**src/rtl/cordic_gain_comp.sv**
```systemverilog
// Pipelined CORDIC gain compensation: x/y * COEF (Q1.(COEF_WIDTH-1)) with round/saturate, bypass and valid/ready stall.
// Optional macro CGC_ROUND_EN selects round-half-up; the default build truncates toward -inf.
module cordic_gain_comp #(
  parameter int DATA_WIDTH = 16,
  parameter int COEF_WIDTH = 16,
  parameter int COEF       = 19898
) (
  input  logic                  clk,
  input  logic                  rst,
  input  logic                  in_valid,
  output logic                  in_ready,
  input  logic                  bypass,
  input  logic [DATA_WIDTH-1:0] x_in,
  input  logic [DATA_WIDTH-1:0] y_in,
  output logic                  out_valid,
  input  logic                  out_ready,
  output logic [DATA_WIDTH-1:0] x_out,
  output logic [DATA_WIDTH-1:0] y_out,
  output logic                  sat
);

  localparam int PW = DATA_WIDTH + COEF_WIDTH;
  localparam logic signed [COEF_WIDTH-1:0] COEF_C = COEF_WIDTH'(COEF);
`ifdef CGC_ROUND_EN
  localparam logic signed [PW:0] RND = (PW+1)'(1) << (COEF_WIDTH-2);
`else
  localparam logic signed [PW:0] RND = '0;
`endif
  localparam logic signed [DATA_WIDTH:0] MAX_P = (DATA_WIDTH+1)'((1 << (DATA_WIDTH-1)) - 1);
  localparam logic signed [DATA_WIDTH:0] MIN_N = (DATA_WIDTH+1)'(-(1 << (DATA_WIDTH-1)));

  // Handshake: a stage moves only when the output register is empty or being
  // drained this cycle (adv); in_valid & in_ready on a rising edge accepts a sample.
  logic adv;
  assign adv      = ~out_valid | out_ready;
  assign in_ready = adv;

  logic                         s1_valid, s1_byp;
  logic signed [DATA_WIDTH-1:0] s1_x, s1_y;
  logic                         s2_valid, s2_byp;
  logic signed [DATA_WIDTH-1:0] s2_x, s2_y;
  logic signed [PW-1:0]         s2_px, s2_py;

  logic signed [PW-1:0]  mul_x, mul_y;
  logic [DATA_WIDTH:0]   sc_x, sc_y;

  assign mul_x = PW'(s1_x) * PW'(COEF_C);
  assign mul_y = PW'(s1_y) * PW'(COEF_C);

  // Returns {saturated, value}; the shifted result keeps one guard bit so the
  // single overflow case (min * min) is still detected.
  function automatic logic [DATA_WIDTH:0] scale(input logic signed [PW-1:0] p);
    logic signed [PW:0]         sum;
    logic signed [DATA_WIDTH:0] r;
    sum = (PW+1)'(p) + RND;
    r   = (DATA_WIDTH+1)'(sum >>> (COEF_WIDTH-1));
    if (r > MAX_P)      scale = {1'b1, MAX_P[DATA_WIDTH-1:0]};
    else if (r < MIN_N) scale = {1'b1, MIN_N[DATA_WIDTH-1:0]};
    else                scale = {1'b0, r[DATA_WIDTH-1:0]};
  endfunction

  assign sc_x = scale(s2_px);
  assign sc_y = scale(s2_py);

  always_ff @(posedge clk or posedge rst) begin
    if (rst) begin
      s1_valid  <= 1'b0;
      s1_byp    <= 1'b0;
      s1_x      <= '0;
      s1_y      <= '0;
      s2_valid  <= 1'b0;
      s2_byp    <= 1'b0;
      s2_x      <= '0;
      s2_y      <= '0;
      s2_px     <= '0;
      s2_py     <= '0;
      out_valid <= 1'b0;
      x_out     <= '0;
      y_out     <= '0;
      sat       <= 1'b0;
    end else if (adv) begin
      s1_valid <= in_valid;
      if (in_valid) begin
        s1_byp <= bypass;
        s1_x   <= x_in;
        s1_y   <= y_in;
      end
      s2_valid <= s1_valid;
      if (s1_valid) begin
        s2_byp <= s1_byp;
        s2_x   <= s1_x;
        s2_y   <= s1_y;
        s2_px  <= mul_x;
        s2_py  <= mul_y;
      end
      out_valid <= s2_valid;
      // Output registers keep their last sample while bubbles pass through.
      if (s2_valid) begin
        if (s2_byp) begin
          x_out <= s2_x;
          y_out <= s2_y;
          sat   <= 1'b0;
        end else begin
          x_out <= sc_x[DATA_WIDTH-1:0];
          y_out <= sc_y[DATA_WIDTH-1:0];
          sat   <= sc_x[DATA_WIDTH] | sc_y[DATA_WIDTH];
        end
      end
    end
  end

endmodule
```
**config.mk**
```make
export PLATFORM = sky130hd
export DESIGN_NAME = cordic_gain_comp
export DESIGN_NICKNAME = d
export VERILOG_FILES = /design/src/rtl/cordic_gain_comp.sv
export SDC_FILE = /design/constraint.sdc
export NUM_CORES = 1
export LEC_CHECK = 0
export BUFFER_PORTS_ARGS = -buffer_cell sky130_fd_sc_hd__clkbuf_2
export CORE_UTILIZATION = 40
export CTS_CLUSTER_DIAMETER = 150
export DETAILED_ROUTE_END_ITERATION = 10
export PLACE_DENSITY = 0.65
export SYNTH_ARGS = -nofsm -noshare
export SYNTH_HDL_FRONTEND = slang
export SYNTH_SLANG_ARGS = --single-unit
```
**constraint.sdc**
```tcl
create_clock -name clk -period 16.7 [get_ports clk]
set_input_delay 1.67 -clock clk [delete_from_list [all_inputs] [get_ports clk]]
set_output_delay 1.67 -clock clk [all_outputs]
set_load 0.03 [all_outputs]
```
# == Word-level counts from Yosys, hierarchy flattened ==
# Cells that the tools add are included.
# Widths: inputs -> output; s select.
# word_totals
regBits,164
inputBits,37
output_inout_bits,35
elab_cells,33
# op_classes
mul,2
order_cmp,4
mux,7
n_bitwise,3
reduce_logical,3
# ops
op,n
$mux 17,4
$mul 16x15->31 const B,2
$gt 17x16->1 const B,2
$lt 17x16->1 const B,2
$mux 16,2
$reduce_and 2->1,3
$or 1x1->1,2
$mux 1,1
$not 1->1,1

# == Logic depth before layout (Yosys ltp) ==
# logic_depth
ltp_word,5
mapped_depth,22

# == Worst setup path before layout ==
# Ideal clock, no wire load.
# synth_path
path_kind,register -> register
from,reg s1_y[15]
to,reg s2_py[30]
setup_ps,137
t_arrival_ps,5455
required_ps,16563
path_slack_ps,11108
stages_incl_launch_ff,22
path_buffers,1
synth_period_minus_slack_ps,5592
path_cell_list,dfrtp_1 -> ha_1 -> inv_1 -> ha_1 -> fa_1 -> inv_1 -> fa_1 -> inv_1 -> fa_1 -> inv_1 -> fa_1 -> inv_1 -> ha_1 -> clkbuf_1 -> a21o_1 -> a21o_1 -> a21oi_1 -> o21a_1 -> o31ai_1 -> a21o_1 -> a2111oi_0 -> nor3_1
# synth_between
elab_chain_len,1
# synth_lines
element,line,rtl
"start, declared",39,"logic signed [DATA_WIDTH-1:0] s1_x, s1_y;"
"start signal, assigned",86,s1_y <= y_in;
$mul 16x15->31,48,assign mul_y = PW'(s1_y) * PW'(COEF_C);
"end signal, assigned",94,s2_py <= mul_y;
"end, declared",42,"logic signed [PW-1:0] s2_px, s2_py;"
# No other way between the ends.
# A chain may end at the register's enable or synchronous reset.

# == Worst setup path in the final report ==
# Same ends and word-level chain as after synthesis.

==> impl_metrics.ini <==
[timing]
period_minus_slack_ns = 6.06
max_freq_ghz = 0.165
worst_slew_pin_slew_ns = 1.24
finalSetupViolCount = 0
rsz0062_at_grt = no
finalHoldViolCount = 0
clock_skew_ns = 0.0174
setup_tns_ns = 0
fin_crit_sh = 0.363
slew_violations = 0
slew_headroom = 0.169

[final_layout]
area_growth_pct = 10.2
fillers = 3433
final_cells = 1984
final_layout_size_suffix_gt1_frac = 0.120
finish.net_count = 1957
antenna_cells = 0

[die]
row_count = 70
io_pins = 72
dieArea_sq_um = 37700
start_util = 0.405
fp.dieW_microns = 194
core_region_area_sq_um = 36500
fp.dieH_microns = 194

[clock_network]
post-cts-setup-buffers = 0
htree_levels = 4
clk_path_buf_depth = 2
cts_root_buf = clkbuf_16
path_clk_slew_ns = 0.07
ctsResizeCount = 0
cts.sinks = 136
worstSkewPairLatency_ns = 0.44
cts_tree = yes
numCtsBuffers = 17
holdBufCountCts = 0

[setup_path]
cp-end-kind = flip-flop
critical_path_arrival_ns = 6.36
worstSetupPathType = reg2reg
cp-start-kind = flip-flop
worstPathRequired_ns = 17.00
critPathMaxFanout = 18

[hold_path]
hp-class = reg2reg

[grt]
grtUsageTotal = 0.181
grt_pass1_vias = 10368
grt_remaining_overflow = 0
antenna_found_initial = 0
grt_pass1_wl_mm = 53.8
grt_max_degree = 90

[drt]
drc = 0
vias = 9825
firstDrtPassIters = 5
wire_per_inst_microns = 16.1
drt-total-wl_mm = 31.9
ant_nets = 0
vias_per_cell = 4.95
drt_iter0_markers = 429

[logic_synthesis]
ys_types = 58
synthTopCellsByArea = fa_1 27%, dfrtp_1 23%, ha_1 18%
synth_enable_flop_cells = 0
async_flop_share = 1.00
syn_area_per_cell_sq_um = 10.2
yosysTopAreaCellShare = 0.274
synthCells = 1447
netlist_area_sq_um = 14800
seq_area_frac_synth = 0.230
synth_fp_nets = 1901
synth_ff_type = dfrtp_1
ys_ff_latch = 136
yosysWarnings = 0
synth_area_leader_cell = fa_1

[placed_design]
portBuffers = 71
place.gp.congestion = 0.878
dp_cells = 1952
dp_hpwl_mm = 25.8

[job]
maxCapViolCount = 0

[status]
status = finished clean
==> cell type report <==
type | count | area, sq um | share of cell area
multi-input combinational | 922 | 9930 | 0.609
sequential | 136 | 3400 | 0.209
inverter | 350 | 1320 | 0.0809
tap | 468 | 586 | 0.0359
clock buffer | 21 | 470 | 0.0289
timing repair buffer | 76 | 393 | 0.0241
clock inverter | 11 | 193 | 0.0118
==> Yosys cell counts (2+ instances only) <==
cell type,n
a21o_1,25
xnor2_1,15
xor2_1,21
a2111oi_0,2
o21ai_1,9
o221ai_1,2
clkbuf_1,31
o21a_1,3
o311ai_1,2
a41oi_1,2
o211ai_1,3
a21oi_1,49
nor2_1,32
and2_1,3
o21bai_1,2
nor2b_1,4
nand3_1,36
dfrtp_1,136
o21ai_0,68
nor3_1,23
fa_1,202
and3_1,4
mux2_2,61
ha_1,215
buf_1,7
nor4_1,2
a21oi_2,2
o31ai_1,5
or3_1,2
nor3b_1,3
nand2b_1,2
inv_1,350
nand4_1,7
mux2i_1,2
nand2_1,91
a211oi_1,2
==> metal layers <==
metal  up-vias  global-route usage  wire length, microns
li1       4708                   -                     -
met1      4904               0.252                 15300
met2       175               0.295                 14900
met3        38              0.0318                  1190
met4         0              0.0432                   536
met5         -                   0                     0
==> cell usage in the layout (no fill, tap or decap), drive strengths merged, types with 5 or more instances in the layout <==
master / count
buf: 5
dfrtp: 136
xor2: 21
inv: 351
nor2: 32
o31ai: 5
mux2: 61
xnor2: 15
nand3: 36
a21oi: 51
nand4: 7
fa: 202
bufinv: 5
clkbuf: 92
a21o: 25
nor3: 23
nand2: 91
o21ai: 77
ha: 215
==> sequential cells by signal, summed over array words and instances (netlist names), 16 cells and up <==
signal,count
x_out,16
s2_px,17
s1_x,16
s1_y,16
y_out,16
s2_x,16
s2_y,16
s2_py,17
==> critical path, cell delays in order (launching register included) <==
cell       delay, ns
dfrtp_1         0.82
ha_1            0.36
inv_1           0.15
fa_1            0.45
fa_1            0.50
fa_1            0.50
fa_1            0.49
inv_1           0.05
fa_1            0.47
inv_1           0.04
ha_1            0.33
a21o_1          0.20
nand3_1         0.08
o211ai_1        0.08
a21oi_1         0.41
o31ai_1         0.25
a21o_1          0.25
a2111oi_0       0.38
nor3_1          0.11
==> logic make-up after synthesis <==
family | synth area share
AOI/OAI and AO/OA | 0.0810
xor gates and xnor gates | 0.0213
adders and majority gates | 0.455
buffers and inverters | 0.0988
DFF | 0.230
muxes | 0.0478
and+or+nand+nor | 0.0654
==> worst paths after layout <==
| path | from | to | slack (ns) | cells past startpoint |
|---|---|---|---|---|
| max in group asynchronous | rst | s2_byp | 13.92 | 3 |
| min reg2reg | s2_py[26] | s2_py[26] | 0.47 | 2 |
| min in group asynchronous | rst | s1_y[2] | 1.30 | 2 |
| max | s1_y[15] | s2_py[30] | 10.64 | 18 |
| min | s2_py[26] | s2_py[26] | 0.47 | 2 |
| max reg2reg | s1_y[15] | s2_py[30] | 10.64 | 18 |
==> stage by stage <==
step,hold slack [ns],cell area [sq um],setup slack [ns],util
4_1_cts,0.471,16300,10.65,0.446
3_3_place_gp,0.456,15600,10.78,0.428
5_1_grt,0.494,16300,10.35,0.446
2_1_floorplan,0.438,14800,11.11,-
3_5_place_dp,0.456,15600,10.65,0.428
6_report,0.472,16300,10.64,0.446
Power is not shown: default switching activity piles up to over one toggle a cycle in this logic, so the estimate is an artifact.
